==> src/rtl/instruction_fetch_unit_pkg.sv <==
// Shared types and constants for the instruction fetch stage: FSM states,
// reset/NOP defaults and PC arithmetic helpers.
package instruction_fetch_unit_pkg;

    typedef enum logic [1:0] {
        REQ  = 2'd0,
        WAIT = 2'd1,
        HOLD = 2'd2,
        DROP = 2'd3
    } fetch_state_t;

    localparam logic [31:0] IFU_NOP_INSTR = 32'h0000_0013;
    localparam logic [31:0] IFU_RESET_PC  = 32'h0000_0000;
    localparam logic [31:0] PC_INCR       = 32'd4;

    // Instruction addresses are word aligned; low two bits are discarded.
    function automatic logic [31:0] align_pc(input logic [31:0] pc);
        return pc & 32'hFFFF_FFFC;
    endfunction

endpackage

==> src/rtl/instruction_fetch_unit_if_id_reg.sv <==
// IF/ID pipeline register: instruction, next PC and valid bit.
// Priority is reset/flush, then load, otherwise hold.
module if_id_reg
    import instruction_fetch_unit_pkg::*;
#(
    parameter logic [31:0] NOP_INSTR = IFU_NOP_INSTR
) (
    input  logic        clock,
    input  logic        reset,
    input  logic        i_load,
    input  logic        i_flush,
    input  logic [31:0] i_instr,
    input  logic [31:0] i_npc,
    output logic [31:0] o_instr,
    output logic [31:0] o_npc,
    output logic        o_valid
);

    always_ff @(posedge clock) begin
        if (reset || i_flush) begin
            o_instr <= NOP_INSTR;
            o_npc   <= 32'h0;
            o_valid <= 1'b0;
        end else if (i_load) begin
            o_instr <= i_instr;
            o_npc   <= i_npc;
            o_valid <= 1'b1;
        end
    end

endmodule

==> src/rtl/instruction_fetch_unit.sv <==
// Instruction fetch stage: PC, single-outstanding imem request FSM and a
// one-word holding buffer for responses that arrive while decode is stalled.
module instruction_fetch_unit
    import instruction_fetch_unit_pkg::*;
#(
    parameter logic [31:0] RESET_PC  = IFU_RESET_PC,
    parameter logic [31:0] NOP_INSTR = IFU_NOP_INSTR
) (
    input  logic        clock,
    input  logic        reset,
    output logic        imem_req,
    output logic [31:0] imem_addr,
    input  logic        imem_ready,
    input  logic        imem_rvalid,
    input  logic [31:0] imem_rdata,
    input  logic        stall,
    input  logic        redirect,
    input  logic [31:0] redirect_pc,
    output logic [31:0] if_id_instruction_out,
    output logic [31:0] if_id_npc_out,
    output logic        if_id_valid
);

    fetch_state_t r_state;
    logic [31:0]  r_pc;
    logic [31:0]  r_hold_instr;

    logic         w_handshake;
    logic         w_load;
    logic [31:0]  w_pc_next;
    logic [31:0]  w_load_instr;

    // While reset is high the port already presents the reset fetch.
    assign imem_req     = reset | (r_state == REQ);
    assign imem_addr    = reset ? RESET_PC : r_pc;
    assign w_handshake  = imem_req & imem_ready;
    assign w_pc_next    = r_pc + PC_INCR;
    assign w_load       = !redirect && !stall &&
                          (((r_state == WAIT) && imem_rvalid) || (r_state == HOLD));
    assign w_load_instr = (r_state == HOLD) ? r_hold_instr : imem_rdata;

    always_ff @(posedge clock) begin
        if (reset) begin
            r_state      <= REQ;
            r_pc         <= RESET_PC;
            r_hold_instr <= 32'h0;
        end else if (redirect) begin
            // A response still owed by memory must be drained before refetching.
            r_pc <= align_pc(redirect_pc);
            case (r_state)
                REQ:     r_state <= w_handshake ? DROP : REQ;
                WAIT:    r_state <= imem_rvalid ? REQ : DROP;
                HOLD:    r_state <= REQ;
                DROP:    r_state <= imem_rvalid ? REQ : DROP;
                default: r_state <= REQ;
            endcase
        end else begin
            case (r_state)
                REQ: begin
                    if (w_handshake) r_state <= WAIT;
                end
                WAIT: begin
                    if (imem_rvalid) begin
                        if (stall) begin
                            r_hold_instr <= imem_rdata;
                            r_state      <= HOLD;
                        end else begin
                            r_pc    <= w_pc_next;
                            r_state <= REQ;
                        end
                    end
                end
                HOLD: begin
                    if (!stall) begin
                        r_pc    <= w_pc_next;
                        r_state <= REQ;
                    end
                end
                DROP: begin
                    if (imem_rvalid) r_state <= REQ;
                end
                default: r_state <= REQ;
            endcase
        end
    end

    if_id_reg #(
        .NOP_INSTR (NOP_INSTR)
    ) u_if_id_reg (
        .clock   (clock),
        .reset   (reset),
        .i_load  (w_load),
        .i_flush (redirect),
        .i_instr (w_load_instr),
        .i_npc   (w_pc_next),
        .o_instr (if_id_instruction_out),
        .o_npc   (if_id_npc_out),
        .o_valid (if_id_valid)
    );

endmodule

==> config.mk <==
export PLATFORM = sky130hd
export DESIGN_NAME = instruction_fetch_unit
export DESIGN_NICKNAME = d
export VERILOG_FILES = /design/src/rtl/instruction_fetch_unit_pkg.sv /design/src/rtl/instruction_fetch_unit_if_id_reg.sv /design/src/rtl/instruction_fetch_unit.sv
export SDC_FILE = /design/constraint.sdc
export NUM_CORES = 1
export LEC_CHECK = 0
export BUFFER_PORTS_ARGS = -buffer_cell sky130_fd_sc_hd__buf_2
export CORE_MARGIN = 2
export CORE_UTILIZATION = 35
export DETAILED_ROUTE_END_ITERATION = 12
export GPL_TIMING_DRIVEN = 1
export REMOVE_ABC_BUFFERS = 1
export SKIP_CTS_REPAIR_TIMING = 1
export SLEW_MARGIN = 20
export SYNTH_ARGS = -nofsm -noshare
export SYNTH_HDL_FRONTEND = slang
export SYNTH_SLANG_ARGS = --single-unit
==> constraint.sdc <==
create_clock -name clock -period 2.2 [get_ports clock]
set_input_delay 0.22 -clock clock [delete_from_list [all_inputs] [get_ports clock]]
set_output_delay 0.22 -clock clock [all_outputs]
set_load 0.02 [all_outputs]
=== After elaboration in Yosys (flattened, before gate mapping) ===
Cells that the tools add are included.

* Output and inout port bits: 98
* Register bits after elaboration: 131
* Logic and storage cells: 51
* Input bits: 70

* Bitwise logic cells: 3
* Add/subtract/negate cells: 1
* Equality and inequality tests: 8
* Muxes and demuxes: 16
* Reduce and logical (&&, ||, !) cells: 16

{| class="wikitable"
|+ Operators by type and width
! operator !! count
|-
| two-way mux 32 bit || 5
|-
| case mux 32 bit (2 select lines) || 1
|-
| adder 32 x 3 -> 32 bit, second input constant || 1
|-
| two-way mux 2 bit || 8
|-
| inequality test 3 bit, second input constant || 4
|-
| case mux 2 bit (4 select lines) || 1
|-
| AND reduction 4 bit || 2
|-
| case mux 2 bit (3 select lines) || 1
|-
| equality test 2 bit, second input constant || 2
|-
| AND reduction 2 bit || 2
|-
| OR reduction 2 bit || 2
|-
| logical AND 1 bit || 3
|-
| nonzero test 3 bit || 1
|-
| equality test 2 x 1 -> 1 bit, second input constant || 1
|-
| zero test 1 bit || 2
|-
| zero test 2 bit || 1
|-
| logical OR 1 bit || 2
|-
| inequality test 2 bit, second input constant || 1
|-
| nonzero test 2 bit || 1
|-
| AND 1 bit || 1
|-
| NOT 1 bit || 1
|-
| bitwise OR 1 bit || 1
|}

=== Logic depth before layout (Yosys ltp) ===
* Depth in word-level cells: 6
* Gate-level depth with buffers: 8
* Depth with buffers taken out: 6

=== By module ===
A second synthesis with hierarchy kept.

* Cells, all modules: 724
* Area, all modules: 6277.3 um^2

{| class="wikitable"
|+ By module, submodules not included
! module !! area an instance (um^2) !! times used !! seq. area each (um^2) !! cells an instance
|-
| instruction_fetch_unit || 3941.3 || 1 || 1281.2 || 513
|-
| if_id_reg || 2336.0 || 1 || 1301.2 || 211
|}

=== Worst setup path after synthesis ===
OpenSTA, ideal clock, no wires.

* Kind: register to register
* Start point: register r_pc[2]
* End point: register r_pc[30]
* Arrival: 1.823 ns
* Data required time: 2.067 ns
* Stages on the path, launching flop included: 8
* Clock period less this slack: 1.955 ns
* Slack: 0.245 ns
* Path buffers: 1
* Library setup time: 0.133 ns
* Path through: dfxtp_1 ha_1 nand3_4 or3_1 clkbuf_2 nor4_1 xnor2_1 a21oi_1

* Cells in the longest elaborated chain, start to end: 5

{| class="wikitable"
|+ RTL lines
! element !! line !! text
|-
| from (decl) || instruction_fetch_unit.sv:25 || <nowiki>logic [31:0] r_pc;</nowiki>
|-
| from (signal assigned) || instruction_fetch_unit.sv:49 || <nowiki>r_pc <= align_pc(redirect_pc);</nowiki>
|-
| from (signal assigned) || instruction_fetch_unit.sv:68 || <nowiki>r_pc <= w_pc_next;</nowiki>
|-
| from (signal assigned) || instruction_fetch_unit.sv:75 || <nowiki>r_pc <= w_pc_next;</nowiki>
|-
| adder 32 x 3 -> 32 bit * || instruction_fetch_unit.sv:37 || <nowiki>assign w_pc_next = r_pc + PC_INCR;</nowiki>
|-
| two-way mux 32 bit * || instruction_fetch_unit.sv:64, instruction_fetch_unit.sv:74 ||
|-
| two-way mux 32 bit || instruction_fetch_unit.sv:63 || <nowiki>if (imem_rvalid) begin</nowiki>
|-
| case mux 32 bit (2 select lines) * || instruction_fetch_unit.sv:58 || <nowiki>case (r_state)</nowiki>
|-
| two-way mux 32 bit * || instruction_fetch_unit.sv:47 || <nowiki>end else if (redirect) begin</nowiki>
|}

Every way passes the cells marked *; elsewhere a longest branch is shown, timed or not. The select of a mux whose other input is x is not followed.
A chain may end at the register's enable or synchronous reset.

=== Worst setup path in the final report ===
* Start point: register r_pc[4]
* End point: register r_pc[31]

The elaborated chain is that of the path after synthesis.

==> results by group <==
Worst setup path
  – FF-to-FF Start: r_pc[4]$_SDFFE_PP0P_
  – Crit-path max FO: 11
  – FF-to-FF path depth: 6
  – Cell Chain, Critical Path: nand4_1 -> buf_4 -> nor3_1 -> or4b_4 -> mux2i_1 -> o22ai_1
  – Worst Path Arrival: 2.36 ns
  – CP endpoint kind: register
  – Critical path buffers and inverters: 1
  – Flop2flop setup slack: 0.12 ns
  – Delay of the slowest critical-path stage: ~0.54 ns
  – WP data required: 2.48 ns
  – CP Class: reg -> reg
  – R2r endpoint: r_pc[31]$_SDFFE_PP0P_
  – CP max stage cell: or4b_4
  – Startpoint types: register
  – CP delay by family, top: simple AND/OR/NAND/NOR gates

Yosys
  – Main synth FF type: dfxtp_1
  – Synth cell types: 48
  – Area share of the leading cell type in the synthesized netlist: a little over two fifths
  – Synth top area cells: dfxtp_1, a211oi_1, nand2_1
  – Number of synthesized register bits: around 130
  – Ys async rst share: 0%
  – Post-Syn Area per Cell: 8.27 um^2
  – Yosys warning count: 0
  – Cell Area, Synth: around 6000 um^2
  – Post-synth EDFFs: 0
  – Most frequent cell after synthesis: dfxtp_1
  – Post-synth top cells: dfxtp_1, nand2_1, nor2_1
  – Register area share after synthesis: a little over two fifths
  – Largest area contributor in the netlist: dfxtp_1
  – Cells after synthesis: 729

Power and ir drop
  – VDD IR max: 0.549 mV
  – P per Cell Area: roughly 790 nW/um^2
  – Leak: roughly 0.0033 uW

CTS
  – Root buf cell: clkbuf_16
  – Sink Count: 127
  – Num CTS Buffers: 17
  – H-tree depth: 4
  – Clock Latency Late Sink: 0.42 ns
  – Longest Clk Path Bufs: 2
  – CTS tree: built
  – CTS clk-pin slew, worst paths: roughly 0.060 ns

Floorplanning
  – Initial Utilization: a little over a third
  – I/O pins: 168
  – Die area: between 15000 and 20000 um^2
  – Die X: between 100 and 150 um
  – Site Rows: 47
  – Die Height: 135 um
  – Core ar.: 16700 um^2

Placed design
  – Post-Place Cell Area: about 7000 um^2
  – Dpl hpwl: 11.6 mm
  – Pre-CTS setup slack: approximately 0.16 ns
  – Gpl congestion: approximately 0.81
  – I/O Buffers: approximately 160

Global routing
  – Pin count of the biggest net entering global routing: 60
  – Global-route wire length before repair: roughly 27 mm
  – Total gr overflow: 0
  – Initial antenna violation count: 0
  – Gr usage total: a little under a fifth
  – Vias in the first global route: between 5000 and 6000

Timing
  – RSZ-0062 raised after global routing: false
  – Worst-margin pin slew: 0.609 ns
  – Headroom to the max-slew limit: 59.4%
  – Setup_tns: 0 ns
  – # setup viols final: 0
  – Peak Freq: around 480 MHz
  – Final hold viol count: 0
  – Clock Skew: about 0.0093 ns
  – Pins Over Slew Limit: 0
  – Hold WS: ~0.016 ns
  – Final Cycle Share: 94.5%
  – Final WS setup: roughly 0.12 ns
  – Final worst path period need: just over 2 ns

Min path
  – Worst Hold Launch: redirect_pc[18]
  – Hold depth: 3
  – HP Class: in -> reg
  – Endpoint, Worst Hold: r_pc[18]$_SDFFE_PP0P_

Layout
  – Multi-input gate area: roughly 3200 um^2
  – Nets@finish: between 900 and 1000
  – # fillers: 1688
  – Register area: between 2000 and 3000 um^2
  – Share of cells above drive strength 1: between 20 and 30%
  – Design area: approximately 7800 um^2
  – Area growth, synth to finish: 29.7%
  – Antenna cell count: 0

Routing
  – Starting DRT DRC Count: between 200 and 300
  – Via density: around 5
  – 1st-pass router iterations: 5
  – DRC viols: 0
  – DR vias: between 5000 and 6000
  – Routed wire length: 16.9 mm
  – Detail Route Antenna Nets: 0
  – Wire per inst: 15.2 um

Flow run
  – MaxCap Viol Count: 0

Outcome
  – Status: finished clean
[state kept, by name, indices dropped and copies added, names as in the netlist]
name,cells
u_if_id_reg.o_instr,32
r_hold_instr,32
r_state,2
u_if_id_reg.o_valid,1
u_if_id_reg.o_npc,30
r_pc,30
[layout by cell type (no fill, tap or decap), types with 23 or more instances in the layout]
cell type | Yosys | routed
dfxtp_1 | 127 | 127
nor2_1 | 82 | 82
buf_4 | 5 | 35
nand2_1 | 97 | 97
xnor2_1 | 23 | 23
buf_2 | 23 | 160
xor2_1 | 28 | 28
mux2i_1 | 34 | 34
nor2b_1 | 26 | 26
a211oi_1 | 57 | 57
a21oi_1 | 60 | 60
[report_power, final]
group | switching (uW) | internal [uW] | leakage (uW) | total (uW)
registers | 62.9 | 2370 | 0.00103 | 2440
clock network | 1030 | 1980 | 0.000291 | 3010
logic | 430 | 292 | 0.00196 | 722
[cells by family (layout without fill, tap and decap cells)]
group,Yosys count,count (layout),share of synthesized area (%)
AO/OA/AOI/OAI,160,160,17.0
XOR/XNOR,51,51,7.41
adder cells (fa/ha/maj),1,1,0.208
buffers and inverters,75,239,5.48
flip-flops,127,127,42.2
multiplexers,34,34,5.65
other,1,4,0.0622
AND/OR/NAND/NOR,280,280,22.0
[per-layer routing]
layer  vias up  GRT usage (%)  part of all wire, %
li1       2828              -                    -
met1      2506           26.0                   48
met2       169           29.5                   45
met3        10           4.53                  6.2
met4         0           4.86                 0.77
met5         -              0                    0
[stage by stage]
stage               std cells  utilization [%]  total power [uW]
finish                   1116             46.8              6170
global placement         1085             43.0              3200
CTS                      1116             46.8              6250
global route             1116             46.8              6430
floorplan                 665                -              2890
detailed placement       1085             43.0              3210
[worst register-to-register path: stages (launching register included)]
cell,delay (ns)
dfxtp_1,0.49
nand4_1,0.14
buf_4,0.20
nor3_1,0.27
or4b_4,0.54
mux2i_1,0.18
o22ai_1,0.11
[worst max-delay path by stage]
stage	start	to	slack (ns)	cells after the start
floorplan	r_state[1]$_SDFFE_PP0P_	u_if_id_reg.o_npc[11]$_SDFFE_PP0P_	-2.31	5
global placement	r_pc[4]$_SDFFE_PP0P_	r_pc[31]$_SDFFE_PP0P_	0.20	6
detailed placement	r_pc[4]$_SDFFE_PP0P_	r_pc[31]$_SDFFE_PP0P_	0.16	6
CTS	r_pc[4]$_SDFFE_PP0P_	r_pc[31]$_SDFFE_PP0P_	0.12	6
global route	r_pc[6]$_SDFFE_PP0P_	r_pc[26]$_SDFFE_PP0P_	0.002	7
finish	r_pc[4]$_SDFFE_PP0P_	r_pc[31]$_SDFFE_PP0P_	0.12	6
[area by class of cell]
type	count	area share, %
timing repair buffer	200	14.9
clock buffer	22	6.07
clock inverter	9	2.02
inverter	8	0.384
multi-input combinational	530	40.6
tap	220	3.52
sequential	127	32.5
(Power assumes the default switching activity.)
